$ cat config.mk
export PLATFORM = sky130hd
export DESIGN_NAME = posit_encoder_flat
export DESIGN_NICKNAME = d
export VERILOG_FILES = /design/src/rtl/posit_pkg.sv /design/src/rtl/posit_encoder_if.sv /design/src/rtl/posit_stream_bit.sv /design/src/rtl/posit_encoder.sv /design/src/flat_wrapper.sv
export SDC_FILE = /design/constraint.sdc
export NUM_CORES = 1
export LEC_CHECK = 0
export CAP_MARGIN = 30
export CELL_PAD_IN_SITES_DETAIL_PLACEMENT = 1
export CELL_PAD_IN_SITES_GLOBAL_PLACEMENT = 2
export CORE_ASPECT_RATIO = 1.5
export CORE_MARGIN = 2
export CORE_UTILIZATION = 41
export CTS_CLUSTER_SIZE = 28
export DETAILED_ROUTE_END_ITERATION = 8
export GPL_TIMING_DRIVEN = 1
export PLACE_DENSITY_LB_ADDON = 0.25
export SYNTH_ARGS = -nofsm -noshare
export SYNTH_HDL_FRONTEND = slang
export SYNTH_SLANG_ARGS = --single-unit
$ cat constraint.sdc
create_clock -name clk -period 19.2 [get_ports clk]
set_input_delay 2.88 -clock clk [delete_from_list [all_inputs] [get_ports clk]]
set_output_delay 2.88 -clock clk [all_outputs]
set_load 0.01 [all_outputs]
$ cat src/rtl/posit_pkg.sv
// Shared types and constants for the posit encoder: state encoding, log2 helper
// and the special posit words as functions of the word width.
package posit_pkg;

  typedef enum logic [1:0] {
    IDLE  = 2'd0,
    SHIFT = 2'd1,
    ROUND = 2'd2,
    HOLD  = 2'd3
  } enc_state_t;

  function automatic int log2(input int v);
    int r;
    r = 0;
    for (int i = 0; i < 31; i++) begin
      if ((1 << i) < v) r = i + 1;
    end
    return r;
  endfunction

  function automatic logic [63:0] posit_nar(input int n);
    return 64'd1 << (n - 1);
  endfunction

  function automatic logic [63:0] posit_zero(input int n);
    return 64'd0 & {32'd0, 32'(n)};
  endfunction

  function automatic logic [63:0] posit_maxpos(input int n);
    return (64'd1 << (n - 1)) - 64'd1;
  endfunction

  function automatic logic [63:0] posit_minpos(input int n);
    return (n > 0) ? 64'd1 : 64'd0;
  endfunction

endpackage

$ cat src/rtl/posit_encoder_if.sv
// Handshake bundle between the adder datapath, the posit encoder and its consumer.
interface posit_encoder_if
  import posit_pkg::*;
#(
  parameter int N  = 8,
  parameter int ES = 3,
  parameter int RS = log2(N),
  parameter int FW = N
);
  logic                 in_valid;
  logic                 in_ready;
  logic                 in_sign;
  logic signed [RS:0]   in_regime;
  logic [ES-1:0]        in_exp;
  logic [FW-1:0]        in_frac;
  logic                 in_sticky;
  logic                 in_zero;
  logic                 in_nar;
  logic                 out_valid;
  logic                 out_ready;
  logic [N-1:0]         out_posit;

  modport slave (
    input  in_valid, in_sign, in_regime, in_exp, in_frac, in_sticky, in_zero, in_nar,
    input  out_ready,
    output in_ready, out_valid, out_posit
  );

  modport master (
    output in_valid, in_sign, in_regime, in_exp, in_frac, in_sticky, in_zero, in_nar,
    output out_ready,
    input  in_ready, out_valid, out_posit
  );
endinterface

$ cat src/rtl/posit_stream_bit.sv
// Combinational view of the posit body stream (regime run, exponent, fraction, zeros):
// returns the bit at a given index and the OR of every bit after it.
module posit_stream_bit #(
  parameter int ES   = 3,
  parameter int RS   = 3,
  parameter int FW   = 8,
  parameter int LMAX = 19,
  parameter int IW   = 5
) (
  input  logic signed [RS:0] k,
  input  logic [ES-1:0]      exp_field,
  input  logic [FW-1:0]      frac,
  input  logic [IW-1:0]      idx,
  output logic               stream_bit,
  output logic               tail_or
);

  function automatic logic bit_at(input int i, input int kk,
                                  input logic [ES-1:0] e, input logic [FW-1:0] f);
    int   rlen;
    int   j;
    logic b;
    b    = 1'b0;
    rlen = (kk >= 0) ? kk + 2 : 1 - kk;
    j    = i - rlen;
    if (i < rlen) begin
      // positive k: k+1 ones then terminator 0; negative k: -k zeros then terminator 1
      if (kk >= 0) b = (i <= kk);
      else         b = (i == -kk);
    end else if (j < ES) begin
      for (int x = 0; x < ES; x++) begin
        if (x == ES - 1 - j) b = e[x];
      end
    end else begin
      for (int x = 0; x < FW; x++) begin
        if (x == FW - 1 - (j - ES)) b = f[x];
      end
    end
    return b;
  endfunction

  // Stream bit at idx and the OR of all stream bits beyond idx
  always_comb begin
    stream_bit = bit_at(int'(idx), int'(k), exp_field, frac);
    tail_or    = 1'b0;
    for (int i = 0; i < LMAX; i++) begin
      if (i > int'(idx)) tail_or = tail_or | bit_at(i, int'(k), exp_field, frac);
      else               tail_or = tail_or;
    end
  end

endmodule

$ cat src/rtl/posit_encoder.sv
// Iterative posit packer: serialises the body one bit per cycle, then applies
// round-to-nearest-even with saturation and the sign's two's complement.
module posit_encoder
  import posit_pkg::*;
#(
  parameter int N  = 8,
  parameter int ES = 3
) (
  input  logic            clk,
  input  logic            rst_n,
  posit_encoder_if.slave  bus
);
  localparam int RS   = log2(N);
  localparam int FW   = N;
  localparam int LMAX = N + ES + FW;
  localparam int IW   = log2(LMAX);

  localparam logic [63:0] NAR_L    = posit_nar(N);
  localparam logic [63:0] ZERO_L   = posit_zero(N);
  localparam logic [63:0] MAXPOS_L = posit_maxpos(N);
  localparam logic [63:0] MINPOS_L = posit_minpos(N);
  localparam logic [N-1:0] NAR_W    = NAR_L[N-1:0];
  localparam logic [N-1:0] ZERO_W   = ZERO_L[N-1:0];
  localparam logic [N-1:0] MAXPOS_W = MAXPOS_L[N-1:0];
  localparam logic [N-1:0] MINPOS_W = MINPOS_L[N-1:0];

  localparam logic signed [RS:0] K_MAX     = (RS+1)'(N - 2);
  localparam logic signed [RS:0] K_MIN     = (RS+1)'(2 - N);
  localparam logic [RS-1:0]      CNT_LAST  = RS'(N - 2);
  localparam logic [IW-1:0]      GUARD_IDX = IW'(N - 1);
  localparam logic [N-2:0]       BODY_ONES = {(N-1){1'b1}};

  function automatic logic [N-1:0] apply_sign(input logic [N-1:0] w, input logic s);
    return s ? (~w + N'(1)) : w;
  endfunction

  enc_state_t         state_r;
  logic [RS-1:0]      cnt_r;
  logic [N-2:0]       body_r;
  logic signed [RS:0] k_r;
  logic [ES-1:0]      exp_r;
  logic [FW-1:0]      frac_r;
  logic               sign_r;
  logic               sticky_r;
  logic [N-1:0]       out_posit_r;
  logic               out_valid_r;
  logic               in_ready_r;

  logic               shift_bit_s;
  logic               shift_tail_unused_s;
  logic               guard_bit_s;
  logic               guard_tail_s;
  logic               special_s;
  logic [N-1:0]       special_word_s;
  logic               round_inc_s;
  logic [N-2:0]       mag_s;
  logic [N-1:0]       final_word_s;

  posit_stream_bit #(.ES(ES), .RS(RS), .FW(FW), .LMAX(LMAX), .IW(IW)) u_shift_bit (
    .k(k_r), .exp_field(exp_r), .frac(frac_r), .idx(IW'(cnt_r)),
    .stream_bit(shift_bit_s), .tail_or(shift_tail_unused_s)
  );

  posit_stream_bit #(.ES(ES), .RS(RS), .FW(FW), .LMAX(LMAX), .IW(IW)) u_guard_bit (
    .k(k_r), .exp_field(exp_r), .frac(frac_r), .idx(GUARD_IDX),
    .stream_bit(guard_bit_s), .tail_or(guard_tail_s)
  );

  // Special-word decode on the live inputs; NaR dominates zero, zero dominates saturation
  always_comb begin
    special_s      = 1'b1;
    special_word_s = ZERO_W;
    if (bus.in_nar) begin
      special_word_s = NAR_W;
    end else if (bus.in_zero) begin
      special_word_s = ZERO_W;
    end else if (bus.in_regime > K_MAX) begin
      special_word_s = apply_sign(MAXPOS_W, bus.in_sign);
    end else if (bus.in_regime < K_MIN) begin
      special_word_s = apply_sign(MINPOS_W, bus.in_sign);
    end else begin
      special_s      = 1'b0;
      special_word_s = ZERO_W;
    end
  end

  // Round-to-nearest-even on the collected body; an all-ones body saturates at maxpos
  always_comb begin
    round_inc_s = guard_bit_s & (body_r[0] | guard_tail_s | sticky_r);
    if (round_inc_s && (body_r != BODY_ONES)) mag_s = body_r + (N-1)'(1);
    else                                      mag_s = body_r;
    final_word_s = apply_sign({1'b0, mag_s}, sign_r);
  end

  // Encoder FSM with registered handshake outputs
  always_ff @(posedge clk or negedge rst_n) begin
    if (!rst_n) begin
      state_r     <= IDLE;
      cnt_r       <= '0;
      body_r      <= '0;
      k_r         <= '0;
      exp_r       <= '0;
      frac_r      <= '0;
      sign_r      <= 1'b0;
      sticky_r    <= 1'b0;
      out_posit_r <= '0;
      out_valid_r <= 1'b0;
      in_ready_r  <= 1'b1;
    end else begin
      case (state_r)
        IDLE: begin
          if (bus.in_valid) begin
            k_r        <= bus.in_regime;
            exp_r      <= bus.in_exp;
            frac_r     <= bus.in_frac;
            sign_r     <= bus.in_sign;
            sticky_r   <= bus.in_sticky;
            in_ready_r <= 1'b0;
            if (special_s) begin
              out_posit_r <= special_word_s;
              out_valid_r <= 1'b1;
              state_r     <= HOLD;
            end else begin
              cnt_r   <= '0;
              state_r <= SHIFT;
            end
          end
        end
        SHIFT: begin
          body_r <= {body_r[N-3:0], shift_bit_s};
          if (cnt_r == CNT_LAST) state_r <= ROUND;
          else                   cnt_r   <= cnt_r + RS'(1);
        end
        ROUND: begin
          out_posit_r <= final_word_s;
          out_valid_r <= 1'b1;
          state_r     <= HOLD;
        end
        HOLD: begin
          if (bus.out_ready) begin
            out_valid_r <= 1'b0;
            in_ready_r  <= 1'b1;
            state_r     <= IDLE;
          end
        end
        default: begin
          out_valid_r <= 1'b0;
          in_ready_r  <= 1'b1;
          state_r     <= IDLE;
        end
      endcase
    end
  end

  assign bus.in_ready  = in_ready_r;
  assign bus.out_valid = out_valid_r;
  assign bus.out_posit = out_posit_r;

endmodule

$ cat src/flat_wrapper.sv
// flat-port wrapper written by rule: the top's interface ports become plain ports
module posit_encoder_flat import posit_pkg::*;
#(
  parameter int N  = 8,
  parameter int ES = 3
)
  (clk, rst_n, bus_in_valid, bus_in_sign, bus_in_regime, bus_in_exp, bus_in_frac, bus_in_sticky, bus_in_zero, bus_in_nar, bus_out_ready, bus_in_ready, bus_out_valid, bus_out_posit);
  posit_encoder_if #(.N(N), .ES(ES), .RS(3), .FW(8)) bus_i ();
  input  logic clk;
  input  logic rst_n;
  input wire logic [$bits(bus_i.in_valid)-1:0] bus_in_valid;
  input wire logic [$bits(bus_i.in_sign)-1:0] bus_in_sign;
  input wire logic [$bits(bus_i.in_regime)-1:0] bus_in_regime;
  input wire logic [$bits(bus_i.in_exp)-1:0] bus_in_exp;
  input wire logic [$bits(bus_i.in_frac)-1:0] bus_in_frac;
  input wire logic [$bits(bus_i.in_sticky)-1:0] bus_in_sticky;
  input wire logic [$bits(bus_i.in_zero)-1:0] bus_in_zero;
  input wire logic [$bits(bus_i.in_nar)-1:0] bus_in_nar;
  input wire logic [$bits(bus_i.out_ready)-1:0] bus_out_ready;
  output wire logic [$bits(bus_i.in_ready)-1:0] bus_in_ready;
  output wire logic [$bits(bus_i.out_valid)-1:0] bus_out_valid;
  output wire logic [$bits(bus_i.out_posit)-1:0] bus_out_posit;
  assign bus_i.in_valid = bus_in_valid;
  assign bus_i.in_sign = bus_in_sign;
  assign bus_i.in_regime = bus_in_regime;
  assign bus_i.in_exp = bus_in_exp;
  assign bus_i.in_frac = bus_in_frac;
  assign bus_i.in_sticky = bus_in_sticky;
  assign bus_i.in_zero = bus_in_zero;
  assign bus_i.in_nar = bus_in_nar;
  assign bus_i.out_ready = bus_out_ready;
  assign bus_in_ready = bus_i.in_ready;
  assign bus_out_valid = bus_i.out_valid;
  assign bus_out_posit = bus_i.out_posit;
  posit_encoder #(.N(N), .ES(ES)) u_core (.clk(clk), .rst_n(rst_n), .bus(bus_i));
endmodule
==> metrics.csv <==
metric;value;unit
Die Height;190;um
DP Wirelength;29.0;mm
nets;1406;
CP dominant cell by count;ha_1;
commonest register cell after synthesis;dfrtp_1;
distinct cell type count after synthesis;96;
crit path DAT;10.43;ns
clk slew on worst S/H paths;0.06;ns
vias in the first global route;10500;
Initial Utilization;41.5;%
max_slew headroom;28.6;%
syn nets;1430;
Post-route DRC;0;
R2R Setup Slk;8.94;ns
clk_lat worst skew;0.29;ns
Avg Cell Area, Syn;7.48;um2
vias per std cell;6.76;
cts repair resizes;0;
clock sinks;39;
initial antenna violation count;0;
EDFF count, synth;0;
IO Pins;33;
Post-Route WL;37.3;mm
die footprint;24300;um2
H-tree levels;2;
clk_skew;0.00370;ns
total track usage;30.7;%
Mapped Area;9460;um2
dpl cells;1513;
clk buf depth;2;
YS warnings;0;
core area;22800;um2
Post-synth top cells;ha_1 (139), nand2_1 (107), nor2_1 (98);
initial drt markers;597;
total of max-cap violations;0;
Synth async-reset ratio;100;%
hold_buf cts;0;
Core Rows;68;
biggest area consumer among synthesized cells;ha_1;
Root Driver;clkbuf_16;
crit path max fanout;39;
Inserted Diodes;0;
final setup violation count;0;
synth top area cells;ha_1 (18%), dfrtp_1 (10%), nand2_1 (4.2%);
Setup TNS Final;0;ns
share of cells above drive strength 1;7.49;%
crit path buf inv count;4;
Hold Crit Class;reg2reg;
Crit path largest cell delay;0.82;ns
Tmin final;10.26;ns
pin count of the biggest net entering global routing;77;
outcome;complete, no violations;
PortBufs;32;
number of fillers in the final layout;2874;
Max Fclk;97.5;MHz
Data required, critical path;19.38;ns
CTS tree;yes;
vias;10300;
Layout area overhead;6.69;%
path type of the worst setup path;reg2reg;
Post-CTS Setup Inserts;0;
most frequent cell after synthesis;ha_1;
RSZ-0062 raised after global routing;false;
Critical-path top delay cell;a31oi_1;
Worst Max-Slew Pin Slew;1.07;ns
Num CTS Buffers;5;
post-synth top area share;18.4;%
Worst Setup Start Kind;flop;
sequential element share of the synthesized area;10.3;%
CP Capture Type;flop;
critical path's top delay family;simple AND/OR/NAND/NOR gates;
DRT Pass-1 Iters;5;
GPL Wtd Cong;0.949;
Final Slew Violations;0;
final worst-path cycle share;53.4;%
Final ANT Viol Nets;0;
first-pass GRT wire length;59.0;mm
cell count after synthesis;1265;
Hold Vio Cnt, Final;0;
Routed WL per cell;24.5;um
fin cells;1522;
Chip Width;128;um
Seq cells post-synth;39;
grt total ovfl;0;
-- layout make-up --
cell class	count	area, um2	share of cell area, %
Multi-Input combinational cell	1091	7930	78.5
Sequential cell	39	977	9.68
Timing Repair Buffer	48	437	4.33
Tap cell	280	350	3.47
Inverter	56	210	2.08
Clock buffer	5	125	1.24
Clock inverter	3	67.6	0.669
-- cell families after synthesis --
| group | after synthesis | synth area share (%) |
|---|---|---|
| compound gates | 371 | 27.1 |
| xor+xnor | 37 | 3.86 |
| fa+ha+maj | 142 | 19.0 |
| buf+inv | 135 | 5.97 |
| flops | 39 | 10.3 |
| mux | 46 | 5.37 |
| simple gates | 495 | 28.4 |
-- through the flow --
stage               util (%)  hold WS (ns)  area [um2]  worst slack, ns
floorplan                  -         0.480        9460             9.20
global placement        43.3         0.484        9880             9.43
global route            44.3         0.524       10100             8.16
detailed placement      43.4         0.488        9890             9.14
CTS                     44.2         0.512       10100             9.05
finish                  44.3         0.511       10100             8.94
-- worst paths after layout --
path / startpoint / endpoint / depth (start not counted)
setup / recovery: u_core.k_r[3]$_DFFE_PN0P_ / u_core.bus.out_posit[4]$_DFFE_PN0P_ / 28
hold / removal: u_core.sticky_r$_DFFE_PN0P_ / u_core.sticky_r$_DFFE_PN0P_ / 1
setup reg to reg: u_core.k_r[3]$_DFFE_PN0P_ / u_core.bus.out_posit[4]$_DFFE_PN0P_ / 28
hold reg to reg: u_core.sticky_r$_DFFE_PN0P_ / u_core.sticky_r$_DFFE_PN0P_ / 1
max in group asynchronous: rst_n / u_core.cnt_r[1]$_DFFE_PN0P_ / 1
min in group asynchronous: rst_n / u_core.body_r[3]$_DFFE_PN0P_ / 1
-- sequential cells by signal (all words and copies together) (netlist names) --
register and cells:
u_core.cnt_r 3, u_core.sticky_r 1, u_core.k_r 4, u_core.sign_r 1, u_core.body_r 7, u_core.bus.out_valid 1, u_core.frac_r 8, u_core.state_r 2
u_core.bus.in_ready 1, u_core.exp_r 3, u_core.bus.out_posit 8
-- worst reg2reg max path: cells and delay by family, from the launching register on --
kind | cells | cell delay [ns]
buffers and inverters | 4 | 1.75
adders and majority gates | 5 | 2.09
DFF | 1 | 0.65
and+or+nand+nor | 12 | 3.53
AOI/OAI and AO/OA | 6 | 1.94
muxes | 1 | 0.18
-- layout by cell type (no fill, tap or decap), types with 9 or more instances in the layout --
master and count:
ha_1 138, nand2_1 107, nor2_1 98, a21oi_1 74, o21ai_0 61, inv_1 53
nand3_1 48, a31oi_1 41, dfrtp_1 38, clkdlybuf4s50_1 31, mux2_2 28, nand4_1 27
xnor2_1 26, nor3_1 25, nor4_1 24, a211oi_1 20, and3_1 19, nand2b_1 19
mux2i_1 17, o22ai_1 15, nor2b_1 14, or3_1 14, buf_4 14, nor3b_1 12
o211ai_1 12, a41oi_1 11, nor4b_1 11, a21boi_0 10, and2_1 10, a21o_1 10
nand3b_1 9, o31ai_1 9, o2111ai_1 9
-- routing by layer --
metal | track usage [%] | up-vias | wire length [um]
li1 | - | 4777 | -
met1 | 35.9 | 5102 | 14700
met2 | 55.6 | 305 | 18800
met3 | 1.46 | 104 | 1420
met4 | 16.7 | 0 | 2280
met5 | 0 | - | 0
Power is left out: the tool's default activity adds up to more than one toggle a clock period on the data nets, which glitch-free logic cannot reach.
